===== src/rtl/gat_bram_host_if.sv =====
// Host-side BRAM front end for the GAT accelerator: turns byte-addressed host
// writes into per-channel BRAM word writes and tracks per-channel load completion.
// It also pipelines feature BRAM read-back.
// Latency: write strobe 1 cycle after acceptance; read data 1+RD_LAT cycles after rd_req.
// Backpressure: wr_ready drops only for reset or a same-cycle config write; reads are never stalled.
//
// Ports (all synchronous to i_clk, i_rst synchronous active-high):
//   i_cfg_we/i_cfg_ch/i_cfg_depth   arm (depth != 0) or idle (depth == 0) one channel
//   i_wr_valid/o_wr_ready/i_wr_ch/i_wr_addr/i_wr_data   host write request
//   o_bram_ena/o_bram_wea/o_bram_addr/o_bram_din         per-channel BRAM port, ch0 at LSBs
//   o_load_done      per-channel "full depth received"
//   o_err_oob        sticky: a write was dropped
//   i_rd_req/i_rd_addr/o_feat_bram_addrb/i_feat_bram_dout/o_rd_valid/o_rd_data   feature read path
module gat_bram_host_if #(
    parameter int TOP_WIDTH   = 32,
    parameter int NUM_CH      = 4,
    parameter int BRAM_W      = 24,
    parameter int ADDR_W      = 18,
    parameter int CH_W        = (NUM_CH > 1) ? $clog2(NUM_CH) : 1,
    parameter int FEAT_ADDR_W = 16,
    parameter int FEAT_W      = 32,
    parameter int RD_LAT      = 2
) (
    input  logic                      i_clk,
    input  logic                      i_rst,
    input  logic                      i_cfg_we,
    input  logic [CH_W-1:0]           i_cfg_ch,
    input  logic [ADDR_W:0]           i_cfg_depth,
    input  logic                      i_wr_valid,
    output logic                      o_wr_ready,
    input  logic [CH_W-1:0]           i_wr_ch,
    input  logic [ADDR_W+1:0]         i_wr_addr,
    input  logic [TOP_WIDTH-1:0]      i_wr_data,
    output logic [NUM_CH-1:0]         o_bram_ena,
    output logic [NUM_CH-1:0]         o_bram_wea,
    output logic [NUM_CH*ADDR_W-1:0]  o_bram_addr,
    output logic [NUM_CH*BRAM_W-1:0]  o_bram_din,
    output logic [NUM_CH-1:0]         o_load_done,
    output logic                      o_err_oob,
    input  logic                      i_rd_req,
    input  logic [FEAT_ADDR_W+1:0]    i_rd_addr,
    output logic [FEAT_ADDR_W-1:0]    o_feat_bram_addrb,
    input  logic [FEAT_W-1:0]         i_feat_bram_dout,
    output logic                      o_rd_valid,
    output logic [FEAT_W-1:0]         o_rd_data
);

    typedef enum logic [1:0] {
        ST_IDLE    = 2'd0,
        ST_LOADING = 2'd1,
        ST_DONE    = 2'd2
    } state_t;

    localparam logic [CH_W:0] CH_LIM = (CH_W+1)'(NUM_CH);

    state_t              r_state     [NUM_CH];
    state_t              w_state_nxt [NUM_CH];
    logic [ADDR_W:0]     r_depth     [NUM_CH];
    logic [ADDR_W:0]     r_cnt       [NUM_CH];
    logic [ADDR_W-1:0]   r_addr      [NUM_CH];
    logic [BRAM_W-1:0]   r_din       [NUM_CH];
    logic [NUM_CH-1:0]   r_stb;
    logic                r_err;
    logic [RD_LAT:0]     r_rd_vld;
    logic [FEAT_ADDR_W-1:0] r_addrb;

    logic                w_wr_acc;
    logic                w_ch_ok;
    logic [ADDR_W-1:0]   w_word;
    logic [NUM_CH-1:0]   w_hit;
    logic [NUM_CH-1:0]   w_cfg_sel;
    logic [NUM_CH-1:0]   w_last;
    logic                w_drop;
    logic                w_unused;

    // Byte-lane bits and host data above BRAM_W are architecturally ignored.
    assign w_unused = ^{i_wr_addr[1:0], i_wr_data, i_rd_addr[1:0]};

    // Config has priority: it stalls the host write in the same cycle.
    assign o_wr_ready = !i_rst && !i_cfg_we;
    assign w_wr_acc   = i_wr_valid && o_wr_ready;
    assign w_word     = i_wr_addr[ADDR_W+1:2];
    assign w_ch_ok    = {1'b0, i_wr_ch} < CH_LIM;

    // Per-channel FSM: state register
    always_ff @(posedge i_clk) begin
        for (int c = 0; c < NUM_CH; c++) begin
            if (i_rst) r_state[c] <= ST_IDLE;
            else       r_state[c] <= w_state_nxt[c];
        end
    end

    // Per-channel FSM: next state
    always_comb begin
        for (int c = 0; c < NUM_CH; c++) begin
            w_state_nxt[c] = r_state[c];
            if (w_cfg_sel[c]) begin
                // Any config write (re)arms or idles the channel regardless of current state.
                w_state_nxt[c] = (i_cfg_depth != '0) ? ST_LOADING : ST_IDLE;
            end else if (w_hit[c] && w_last[c]) begin
                w_state_nxt[c] = ST_DONE;
            end
        end
    end

    // Per-channel FSM: outputs / decode
    always_comb begin
        w_hit       = '0;
        w_cfg_sel   = '0;
        w_last      = '0;
        o_load_done = '0;
        for (int c = 0; c < NUM_CH; c++) begin
            w_cfg_sel[c]   = i_cfg_we && (i_cfg_ch == CH_W'(c));
            w_hit[c]       = w_wr_acc && w_ch_ok && (i_wr_ch == CH_W'(c)) &&
                             (r_state[c] == ST_LOADING) && ({1'b0, w_word} < r_depth[c]);
            w_last[c]      = (r_cnt[c] + (ADDR_W+1)'(1)) == r_depth[c];
            o_load_done[c] = (r_state[c] == ST_DONE);
        end
    end

    // Any accepted write that does not land on a loading channel in range is dropped.
    assign w_drop = w_wr_acc && !(|w_hit);

    // Write datapath, depth and counters
    always_ff @(posedge i_clk) begin
        if (i_rst) begin
            r_stb <= '0;
            r_err <= 1'b0;
            for (int c = 0; c < NUM_CH; c++) begin
                r_depth[c] <= '0;
                r_cnt[c]   <= '0;
                r_addr[c]  <= '0;
                r_din[c]   <= '0;
            end
        end else begin
            r_stb <= w_hit;
            if (w_drop) r_err <= 1'b1;
            for (int c = 0; c < NUM_CH; c++) begin
                if (w_cfg_sel[c]) begin
                    r_depth[c] <= i_cfg_depth;
                    r_cnt[c]   <= '0;
                end else if (w_hit[c]) begin
                    // Counts accepted writes, not distinct addresses.
                    r_cnt[c] <= r_cnt[c] + (ADDR_W+1)'(1);
                end
                // Address/data hold their last values between strobes.
                if (w_hit[c]) begin
                    r_addr[c] <= w_word;
                    r_din[c]  <= i_wr_data[BRAM_W-1:0];
                end
            end
        end
    end

    always_comb begin
        o_bram_addr = '0;
        o_bram_din  = '0;
        for (int c = 0; c < NUM_CH; c++) begin
            o_bram_addr[c*ADDR_W +: ADDR_W] = r_addr[c];
            o_bram_din[c*BRAM_W +: BRAM_W]  = r_din[c];
        end
    end

    assign o_bram_ena = r_stb;
    assign o_bram_wea = r_stb;
    assign o_err_oob  = r_err;

    // Read path: bit k of r_rd_vld marks a request issued k+1 cycles ago, so the
    // top bit lines up with BRAM data RD_LAT cycles after the address register.
    always_ff @(posedge i_clk) begin
        if (i_rst) begin
            r_rd_vld <= '0;
            r_addrb  <= '0;
        end else begin
            r_rd_vld <= {r_rd_vld[RD_LAT-1:0], i_rd_req};
            if (i_rd_req) r_addrb <= i_rd_addr[FEAT_ADDR_W+1:2];
        end
    end

    assign o_feat_bram_addrb = r_addrb;
    assign o_rd_valid        = r_rd_vld[RD_LAT];
    // Gate data so it reads 0 when not valid (and therefore during/after reset).
    assign o_rd_data         = r_rd_vld[RD_LAT] ? i_feat_bram_dout : '0;

endmodule

===== config.mk =====
export PLATFORM = sky130hd
export DESIGN_NAME = gat_bram_host_if
export DESIGN_NICKNAME = d
export VERILOG_FILES = /design/src/rtl/gat_bram_host_if.sv
export SDC_FILE = /design/constraint.sdc
export NUM_CORES = 1
export LEC_CHECK = 0
export CAP_MARGIN = 40
export CORE_MARGIN = 5
export CORE_UTILIZATION = 25
export DETAILED_ROUTE_END_ITERATION = 8
export DONT_BUFFER_PORTS = 1
export GPL_TIMING_DRIVEN = 0
export SLEW_MARGIN = 20
export SYNTH_ARGS = -nofsm -noshare
export SYNTH_HDL_FRONTEND = slang
export SYNTH_SLANG_ARGS = --single-unit

===== constraint.sdc =====
create_clock -name i_clk -period 6.1 [get_ports i_clk]
set_clock_uncertainty 0.1 [all_clocks]
set_input_delay 1.525 -clock i_clk [delete_from_list [all_inputs] [get_ports i_clk]]
set_output_delay 1.525 -clock i_clk [all_outputs]
set_load 0.1 [all_outputs]

==> After elaboration in Yosys (flattened, before gate mapping) <==
Memory sizes are Yosys's and may differ from the RTL's.
Index checks and enable logic that the tools add are counted.
{ "totals": {"ff_bits": 24, "inputBits": 130, "output_inout_bits": 231, "ramBits": 328, "elab_cells": 162, "n_memories": 5} }
{ "mem_list": {"columns": ["name", "words", "word_bits", "rd", "rd_ports_with_merged_regs", "write_ports", "line", "text"], "rows": [
  ["r_din", 4, 24, 4, 0, 4, "61", "logic [BRAM_W-1:0] r_din [NUM_CH];"],
  ["r_cnt", 4, 19, 4, 0, 4, "59", "logic [ADDR_W:0] r_cnt [NUM_CH];"],
  ["r_depth", 4, 19, 4, 0, 4, "58", "logic [ADDR_W:0] r_depth [NUM_CH];"],
  ["r_addr", 4, 18, 4, 0, 4, "60", "logic [ADDR_W-1:0] r_addr [NUM_CH];"],
  ["r_state", 4, 2, 4, 0, 4, "56", "state_t r_state [NUM_CH];"]
]} }
{ "classes": {"reduce_logical": 30, "magnitude_cmp": 4, "n_mux": 73, "n_bitwise": 24, "addsub": 4, "n_eq_ne": 18} }
{ "ops": {"columns": ["op", "count"], "rows": [
  ["$mux W19", 12],
  ["$mux W24", 4],
  ["$add A19 B1 Y19 const B", 4],
  ["$eq A19 B19 Y1", 4],
  ["$lt A18 B19 Y1", 4],
  ["$mux W18", 4],
  ["$mux W1", 40],
  ["$mux W32", 1],
  ["$mux W2", 12],
  ["$or A1 B1 Y1", 24],
  ["$logic_and A1 B1 Y1", 23],
  ["$reduce_bool A19 Y1", 1],
  ["$eq A2 B2 Y1 const B", 8],
  ["$eq A2 B1 Y1 const B", 6],
  ["$logic_not A2 Y1", 2],
  ["$reduce_or A4 Y1", 1],
  ["$logic_not A1 Y1", 3]
]} }

==> Depth between registers and ports, before layout <==
Gate-level depths: netlist (run 1).
{ "logic_depth": {"ltp_word": 11, "depth_mapped": 12} }

==> Worst setup path before layout (run 1) <==
OpenSTA, ideal clock, no wires.
{ "synth_timing": {"path_type": "input -> register", "from": "in i_cfg_we", "to": "mem r_addr[3][0] (enable)", "cell_stages": 6, "t_arrival_ns": 4.727, "setup_ns": 0.406, "required_time_ns": 5.594, "setup_slack_ns": 0.867, "n_path_buf": 1, "cell_sequence": "nor2_1 > nand3_1 > nor4_1 > o31ai_1 > clkbuf_1 > nand2b_1"} }
{ "synth_rtl": {"columns": ["item", "line", "text"], "rows": [
  ["from (decl)", "26", "input logic i_cfg_we,"],
  ["to (decl)", "60", null]
]} }

==> flow_results.org, run 1 <==
** Status
- The run finished with clean final reports.

** Synth
- Synth Area in Adders :: 5.01%
- Register bit total from synthesis :: between 300 and 400
- Average size of a mapped cell :: 11.7 um^2
- Net count of the mapped netlist :: 1,736
- Share of flip-flops with an asynchronous set or reset after synthesis :: 0%
- Count of yosys warnings during synthesis :: 0
- Ys flop type :: sky130_fd_sc_hd__edfxtp_1
- The synthesized netlist devotes 5.51% of its cell area to compound gates.
- Fraction of the mapped netlist area in simple logic gates :: 21.2%
- The cell count after synthesis came out at approximately 1,500.
- Summing the sequential cell areas from Yosys gives roughly 57% of the chip area.
- Library cell occupying the most area in the post-synthesis netlist :: sky130_fd_sc_hd__edfxtp_1
- Portion of synthesized cell area occupied by the leading cell type :: 53.5%
- The mapped netlist covers approximately 18,000 um^2.
- Mux contribution to synthesized area :: approximately 1.1%
- Parity-gate share of the synthesized area counting xor and xnor cells :: 6.78%
- Yosys attributes the largest share of cell area to sky130_fd_sc_hd__edfxtp_1, sky130_fd_sc_hd__and2_1, sky130_fd_sc_hd__ha_1.
- Counting flops with a built-in enable in the synthesized netlist gives between 300 and 400.
- By area, the combinational part of the netlist is dominated by simple AND/OR/NAND/NOR gates.
- Synthesis instantiated 73 different standard cells from the library.

** GRT
- For this run the aggregate overflow at the end of global routing stands at 0.
- Global routing used between 10% and 20% of the available tracks.
- Wire length of the first global-routing pass :: 86,000 um
- The via count of the first global-routing pass is 13,200.
- The initial antenna violation count came to 10.
- Entering global routing, the biggest net connects 43 pins.

** Route
- Routed signal wires occupy layers up through met4.
- For this block, wires on met1 add up to 24,400 um.
- Number of design rule violations left after detail routing :: 0
- Detail Route met2 WL :: 27,900 um
- Total number of vias :: approximately 13,000
- Dividing the detail-routed wire length by the instance count gives 22.2 um.
- The count of nets left with antenna violations once routing finished came out at 0.
- Total wire length after detailed routing :: 61,000 um
- For this block, the initial DRC count from the detailed router was 1,209.
- Number of search-and-repair iterations in the first detailed-routing pass :: 5
- Detailed routing placed a total of around 6500 um of wire on met3.
- Via density :: 4.79

** Worst hold path
- The worst hold path terminates at r_rd_vld[1].
- The worst hold path belongs to the class flop to flop.
- Along the worst hold path, the cell count comes to 1.
- The startpoint identified for the worst hold timing path is r_rd_vld[0].

** Final layout
- The top cell types in the final layout, fill and taps aside, are sky130_fd_sc_hd__edfxtp_1, sky130_fd_sc_hd__and2_1, sky130_fd_sc_hd__nor2_1, sky130_fd_sc_hd__xnor2_1, sky130_fd_sc_hd__inv_1.
- At the end of the flow the core is filled with cells to 34.5%.
- Filler Cell Count :: 6,865
- Total number of nets in the final design :: between 1,500 and 2,000
- Relative to the synthesized area, the layout overhead comes to 37.0%.
- The finished cells cover 24,600 um^2.
- Proportion of layout cells with a drive suffix above 1 :: 16.7%
- Most common library cell in the layout ignoring fill and taps :: sky130_fd_sc_hd__edfxtp_1

** Floorplanning
- Measured along the y axis, the die boundary spans 278 um.
- The floorplan has between 90 and 100 rows.
- After floorplanning, the core was sized to cover 71,400 um^2.
- The die covers 77,300 um^2.
- Once the floorplan was initialized, standard cells occupied 25.2% of the core.
- I/O pins :: 361
- The die is about 280 um wide.

** Placement
- Port buffering added 0 buffers.
- Total placed instance area :: 22,500 um^2
- HPWL Detailed :: 44,800 um
- At the end of routability-driven placement, the weighted congestion stood at roughly 0.85.

** Power and ir drop
- In this run, flip-flops and latches consume 46.4% of the power.
- In this run the static leakage power is 9.35 nW.
- IR Drop Worst-Case VDD :: 194 uV
- Net switching is 28.2% of the power.
- Power density over cell area :: 257 nW/um^2
- Logic gate share of total power :: between 10% and 20%
- Switching pwr :: between 1.5 and 2 mW
- The clock network is responsible for 40.2% of the overall power.
- The internal portion of the total power is 4.54 mW.

** Critical path
- Kind of cell adding the most delay to the critical path :: compound AO/OA/AOI/OAI gates
- Walking the worst path, the cells encountered are ha_1, a21oi_1, a21oi_1, a2111oi_0, o41ai_1, a2111oi_2, buf_2, clkbuf_1, and2_1.
- Worst path required time :: 6.38 ns
- The most numerous cell type found on the critical path is sky130_fd_sc_hd__a21oi_1.
- Endpoint class of the critical path :: flop
- For this design, the slowest cell found on the critical path is sky130_fd_sc_hd__clkbuf_1.
- The worst setup path is launched from a primary input.
- At the worst endpoint, the arrival time is roughly 4.6 ns.
- Startpoint-to-endpoint class of the critical path :: primary input to flop
- The critical path contains buffers and inverters numbering 2 combined.
- On the worst path, the slowest cell contributes a delay of 0.63 ns.
- The worst register-to-register path has a depth of 10.
- In this run the register-to-register setup slack is around 2.2 ns.
- The worst register-to-register path begins at r_depth[1][6].
- Of all nets on the critical path, the largest fanout is 10.
- FF-to-FF End :: r_din[1][11]

** STA
- Final critical-path share of the clock period :: 70.8%
- Worst max-slew margin expressed relative to the limit :: 33.2%
- Min Clock Period, post-route :: around 4.3 ns
- Unrepaired setup endpoints after global routing :: no
- The final-report hold violation count was 0.
- The total count of max-transition violations in the final report came to 0.
- Timing would allow up to ~0.23 GHz.
- Setup violations remaining at the end of the flow were counted as 0.
- At the pin with the least slew margin, the transition time is 0.992 ns.

** Clocking
- Deepest level of the CTS H-tree :: 2
- Num Clock Sinks :: 352
- In this run the deepest clock path goes through 3 buffers.
- After clock tree synthesis, the flow added hold-fix buffers numbering 0.
- The root buffer cell chosen for the clock tree is sky130_fd_sc_hd__clkbuf_16.
- The clock reaches the later pin of the worst-skew pair after 0.56 ns.
- Once the clock tree was built, the resizer swapped 0 gates to a different size.
- TritonCTS built the clock tree.
- After clock tree synthesis, the clock-pin slew on the worst setup and hold paths is 0.06 ns.
- Number of buffers inserted during clock tree synthesis :: 43
- Post-CTS repair timing setup buffer count :: 0

** Job
- Max-cap violations :: 0
==> cells in the mapped netlist, types with 18 or more instances <==
cell type,n
sky130_fd_sc_hd__inv_1,89
sky130_fd_sc_hd__nor2b_1,31
sky130_fd_sc_hd__xor2_1,47
sky130_fd_sc_hd__a21oi_1,35
sky130_fd_sc_hd__nor2_1,93
sky130_fd_sc_hd__dfxtp_1,32
sky130_fd_sc_hd__edfxtp_1,320
sky130_fd_sc_hd__and2_1,302
sky130_fd_sc_hd__ha_1,72
sky130_fd_sc_hd__nand3_1,39
sky130_fd_sc_hd__nand4_1,27
sky130_fd_sc_hd__o21ai_0,23
sky130_fd_sc_hd__nor3_1,19
sky130_fd_sc_hd__nand2_1,58
sky130_fd_sc_hd__clkbuf_1,52
sky130_fd_sc_hd__xnor2_1,92
sky130_fd_sc_hd__mux2i_1,18
==> logic make-up after synthesis <==
family | count (synthesis)
buffers and inverters | 156
flip-flops | 352
multiplexers | 19
XOR/XNOR | 139
adder cells (fa/ha/maj) | 72
AO/OA/AOI/OAI | 143
AND/OR/NAND/NOR | 653
==> state kept, by name, indices dropped and copies added (netlist names) <==
register,flops
r_state,8
r_rd_vld,3
r_din,96
o_feat_bram_addrb,16
r_addr,72
r_cnt,76
o_bram_ena,4
r_depth,76
o_err_oob,1
==> metrics by stage <==
| stage | power [mW] | TNS, ns | worst slack [ns] | hold WS [ns] | std cells |
|---|---|---|---|---|---|
| floorplan | 3.51 | 0 | 0.867 | 0.314 | 1534 |
| global placement | 3.61 | -52.21 | -0.606 | 0.320 | 2484 |
| detailed placement | 3.79 | 0 | 1.26 | 0.335 | 2642 |
| CTS | 6.34 | 0 | 1.84 | 0.352 | 2719 |
| global route | 6.55 | 0 | 1.69 | 0.363 | 2749 |
| finish | 6.33 | 0 | 1.78 | 0.345 | 2751 |
==> cell type report <==
cell class | count | area [um^2] | area share [%]
Antenna cell | 3 | 7.51 | 0.0305
Buffer | 67 | 279 | 1.13
Clock buffer | 57 | 1200 | 4.89
Clock inverter | 20 | 189 | 0.768
Inverter | 89 | 334 | 1.36
Multi-Input combinational cell | 1026 | 7140 | 29.0
Sequential cell | 352 | 10200 | 41.6
Tap cell | 950 | 1190 | 4.83
Timing Repair Buffer | 187 | 4030 | 16.4
==> worst max path at each step <==
stage | from | end | slack, ns | cells after the start
CTS | i_wr_addr[18] | r_cnt[0][8] | 1.84 | 8
detailed placement | i_wr_addr[19] | r_cnt[0][5] | 1.26 | 8
global placement | i_cfg_we | r_din[0][18] | -0.61 | 7
global route | i_wr_addr[8] | r_din[1][11] | 1.69 | 9
finish | i_wr_addr[8] | r_din[1][11] | 1.78 | 9
floorplan | i_cfg_we | r_addr[3][0] | 0.87 | 6
==> per-layer routing <==
layer	global-route usage, %	vias up
li1	-	5870
met1	18.5	6426
met2	23.1	759
met3	4.82	110
met4	5.90	0
met5	0	-
==> power groups by stage <==
stage | sequential (mW) | combinational (mW) | clock (mW)
2_1_floorplan | 3.19 | 0.312 | 0
3_3_place_gp | 3.23 | 0.381 | 0
3_5_place_dp | 3.03 | 0.762 | 0
4_1_cts | 2.98 | 0.766 | 2.59
5_1_grt | 2.95 | 0.898 | 2.71
6_report | 2.94 | 0.846 | 2.54
No activity file was read; power rests on OpenSTA's default activity.
==> run 2: changes to the inputs <==
--- a/config.mk
+++ b/config.mk
@@ -5,6 +5,7 @@
 export SDC_FILE = /design/constraint.sdc
 export NUM_CORES = 1
 export LEC_CHECK = 0
+export ABC_AREA = 1
 export CAP_MARGIN = 40
 export CORE_MARGIN = 5
 export CORE_UTILIZATION = 25
==> constraint.sdc (replaced) <==
create_clock -name i_clk -period 3.7 [get_ports i_clk]
set_clock_uncertainty 0.1 [all_clocks]
set_input_delay 0.925 -clock i_clk [delete_from_list [all_inputs] [get_ports i_clk]]
set_output_delay 0.925 -clock i_clk [all_outputs]
set_load 0.1 [all_outputs]
==> run 2 against run 1 <==
  * Largest power group unchanged
  * Highest routed layer is now met5
  * Area after synthesis is 1.1% higher
  * Total power is 68% higher
  * Clock power is 68% higher
  * Design area is 1.1% lower
  * Routed wire length is 2.7% higher
  * Core utilization is 0.56 points lower
  * Worst setup slack worse by 1.6 ns
  * Global-route usage is 0.67 points higher
  * Sequential cell count stayed put
  * Synthesized cell count is 34% higher
==> flow_results.org, run 2 <==
** Route
- Via density :: ~4.6
- For this block, the routed nets add up to 62,700 um of wire.
- Number of search-and-repair iterations in the first detailed-routing pass :: 5
- WL/cell :: between 15 and 20 um
- Number of design rule violations left after detail routing :: 0
- Detailed routing inserted a total of 15,000 vias.
- Post-DRT Antenna Nets :: 0
- Initial drt markers :: 1,558

** Floorplanning
- Die span in y :: ~280 um
- The floorplan step defined a die boundary enclosing 78,100 um^2.
- 361 I/O pins were placed.
- Initial Utilization :: 25.3%
- Die X-Extent :: 280 um
- The floorplan step defined a core boundary enclosing about 72,000 um^2.
- Row Count :: ~100

** Final layout
- Fin cells :: 3,235
- Register name with the most flops :: r_din
- Synth-to-Final Area Change :: 34.0%
- Total number of nets in the final design :: 2,455
- Flip-flop count of the largest register, all copies and words added :: between 90 and 100
- In the final layout, the multi-input gates occupy 6720 um^2.
- In the layout the commonest cells are sky130_fd_sc_hd__nor2_1, sky130_fd_sc_hd__nand2_1, sky130_fd_sc_hd__edfxtp_1.
- Area of all sequential standard cells :: approximately 10,000 um^2
- The largest registers in the layout are r_din x96, r_cnt x76, r_depth x76.
- Leaving out fill and tap cells, the most frequent cell in the layout is sky130_fd_sc_hd__nor2_1.
- Proportion of layout cells with a drive suffix above 1 :: 13.1%
- Filler Cell Count :: 7,073

** STA
- The total count of max-transition violations in the final report is 0.
- Unrepaired setup endpoints after global routing :: no
- Final critical-path share of the clock period :: 94.9%
- On the final layout, the worst hold slack is 0.295 ns.
- Least-Margin Pin Slew :: 0.917 ns
- Final hold violation count :: 0
- Final-layout setup total negative slack :: 0 ns
- Setup violations remaining at the end of the flow were counted as 0.
- PnR worst setup slack :: 0.187 ns
- The clock period could shrink to 3.51 ns.
- Achievable Freq :: between 0.2 and 0.3 GHz
- The worst pin sits at a relative slew slack of 39.0%.

** Placement
- HPWL Detailed :: between 40,000 and 50,000 um
- In this run the tool buffered the top-level ports with 0 buffer cells.
- Final weighted congestion in routability-driven placement :: 0.879
- Prior to clock tree synthesis, the placed netlist has a worst setup slack of -0.960 ns.
- In this run, placement finished with an instance count of 3,137.

** Critical path
- Worst-path fanout max :: 11
- Among the stages of the critical path, the cell type that occurs most often is sky130_fd_sc_hd__buf_2.
- At the worst endpoint, the arrival time is ~3.7 ns.
- CP max stage cell :: sky130_fd_sc_hd__nor2_4
- STA puts the critical path data required time at slightly below 4 ns.
- Crit path to :: r_cnt[0][32]
- The worst register-to-register path has a depth of 12.
- Startpoint kind of the worst setup timing path :: primary input
- Start of the worst register-to-register path :: r_depth[1][10]
- Together, buffers and inverters on the worst path number 4.
- The critical path goes through buf_2, nor2_4, nand2_4, nor4_1, nand4_1, buf_2, buf_2, nand3_2, buf_8.
- Endpoint class of the critical path :: flop
- In this run the worst setup path begins at i_rst.
- For flop-to-flop paths, the worst setup slack is 0.27 ns.
- Startpoint-to-endpoint class of the critical path :: primary input to flop
- Kind of cell adding the most delay to the critical path :: simple AND/OR/NAND/NOR gates
- Largest incremental delay on the critical path :: ~0.57 ns
- Counting buffers and inverters, the worst setup path is 9 cells deep.
- The worst register-to-register path ends at r_cnt[0][32].

** Synth
- The largest total area in the synthesized netlist belongs to sky130_fd_sc_hd__edfxtp_1.
- The number of nets in the synthesized netlist is 2,254.
- Most common library cells after synthesis :: sky130_fd_sc_hd__nor2_1, sky130_fd_sc_hd__nand2_1, sky130_fd_sc_hd__edfxtp_1
- Count of yosys warnings during synthesis :: 0
- Average size of a mapped cell :: 8.85 um^2
- EDFF count, synth :: 320
- Share of flip-flops with an asynchronous set or reset after synthesis :: 0%
- After synthesis, the cell types taking the most area are sky130_fd_sc_hd__edfxtp_1, sky130_fd_sc_hd__nor2_1, sky130_fd_sc_hd__nand2_1.
- Synthesized instance count :: 2,052
- Register bit total from synthesis :: 352
- Ys flop type :: sky130_fd_sc_hd__edfxtp_1
- After synthesis, flip-flops and latches occupy 56.4% of the total area.
- Netlist area before placement :: around 18,000 um^2
- Count leader, synth :: sky130_fd_sc_hd__nor2_1
- Counting distinct cell types in the post-synthesis netlist gives 45.
- Of the post-synthesis cell area, the dominant cell type holds 52.9%.

** Clocking
- Num Clock Sinks :: 352
- Buffers inserted during clock tree synthesis total 40.
- Clock-pin slew was measured on the worst setup and hold paths at 0.06 ns.
- The number of hold buffers added after CTS was 0.
- The clock passes through at most 3 buffers.
- The H-tree was split into 2 levels.
- CTS tree :: built
- The tree is rooted in a sky130_fd_sc_hd__clkbuf_16.
- Later-pin clock latency in the skew report :: 0.56 ns

** Power and ir drop
- Total power draw :: 10.7 mW
- Power density over cell area :: about 440 nW/um^2
- IR Drop Worst-Case VDD :: 384 uV
- For this design the static power due to leakage is 10.5 nW.

** Status
- The flow ran to the end, and the final reports show no timing, DRC or antenna violations.

** Worst hold path
- Hold Path Class :: flop to flop

** GRT
- GR Overflow Total :: 0
- Global routing consumed, over all layers together, approximately 15% of the routing resources.
- The first global-routing pass estimated slightly above 90,000 um of wire.
- Maximum number of pins on one net before global-route repair :: 43
- Via count of the first global-routing pass :: 14,100
- Antenna violations before repair :: 2

** Job
- Max-cap violations :: 0
-- run 2: worst min-delay path by stage --
stage | startpoint | end | cells past startpoint
3_3_place_gp | r_rd_vld[0] | r_rd_vld[1] | 2
2_1_floorplan | r_rd_vld[0] | r_rd_vld[1] | 2
3_5_place_dp | r_rd_vld[1] | r_rd_vld[2] | 2
4_1_cts | r_rd_vld[1] | r_rd_vld[2] | 2
6_report | r_rd_vld[1] | r_rd_vld[2] | 2
5_1_grt | r_rd_vld[0] | r_rd_vld[1] | 2
-- run 2: final cells by class --
| cell class | count | area share (%) |
|---|---|---|
| Clock buffer | 52 | 4.64 |
| Antenna cell | 2 | 0.0206 |
| Inverter | 294 | 4.55 |
| Multi-Input combinational cell | 1361 | 27.6 |
| Sequential cell | 352 | 42.1 |
| Tap cell | 950 | 4.88 |
| Buffer | 45 | 0.823 |
| Timing Repair Buffer | 159 | 14.2 |
| Clock inverter | 20 | 1.12 |
-- run 2: report_power, final --
group | internal, mW | switching (mW)
combinational | 0.491 | 1.05
sequential | 4.53 | 0.320
clock | 2.58 | 1.69
total | 7.61 | 3.05
-- run 2: timing repair --
item | in CTS | in global routing
buffers inserted | 0 | 0
endpoints found under the setup margin | 175 | 160
gates cloned | 0 | 0
resized for setup | 7 | 5
hold endpoints to repair | 0 | 0
pin swaps | 1 | 1
-- run 2: layer usage --
layer  track usage (%)  routed length [um]
met5                 0                  13
met4              4.15                1610
met3              4.83                6730
met2              24.4               28000
met1              20.1               26400
-- run 2: logic make-up after synthesis --
| kind of cell | after synthesis | share of synthesized area, % |
|---|---|---|
| AO/OA/AOI/OAI | 113 | 3.48 |
| AND/OR/NAND/NOR | 1151 | 26.3 |
| buffers and inverters | 339 | 7.18 |
| flip-flops | 352 | 56.4 |
| adder cells (fa/ha/maj) | 72 | 4.96 |
| XOR/XNOR | 25 | 1.66 |
-- run 2: metrics by stage --
step | utilization [%] | instance area, um^2
floorplan | - | 18200
global placement | 27.0 | 19400
detailed placement | 31.1 | 22300
CTS | 33.1 | 23700
global route | 33.9 | 24300
finish | 33.9 | 24300
-- run 2: worst register-to-register path: cells and delay by family, from the launching register on --
kind                       cells  cell delay, ns
and+or+nand+nor                7            1.09
adders and majority gates      1            0.29
buffers and inverters          4            1.28
DFF                            1            0.41
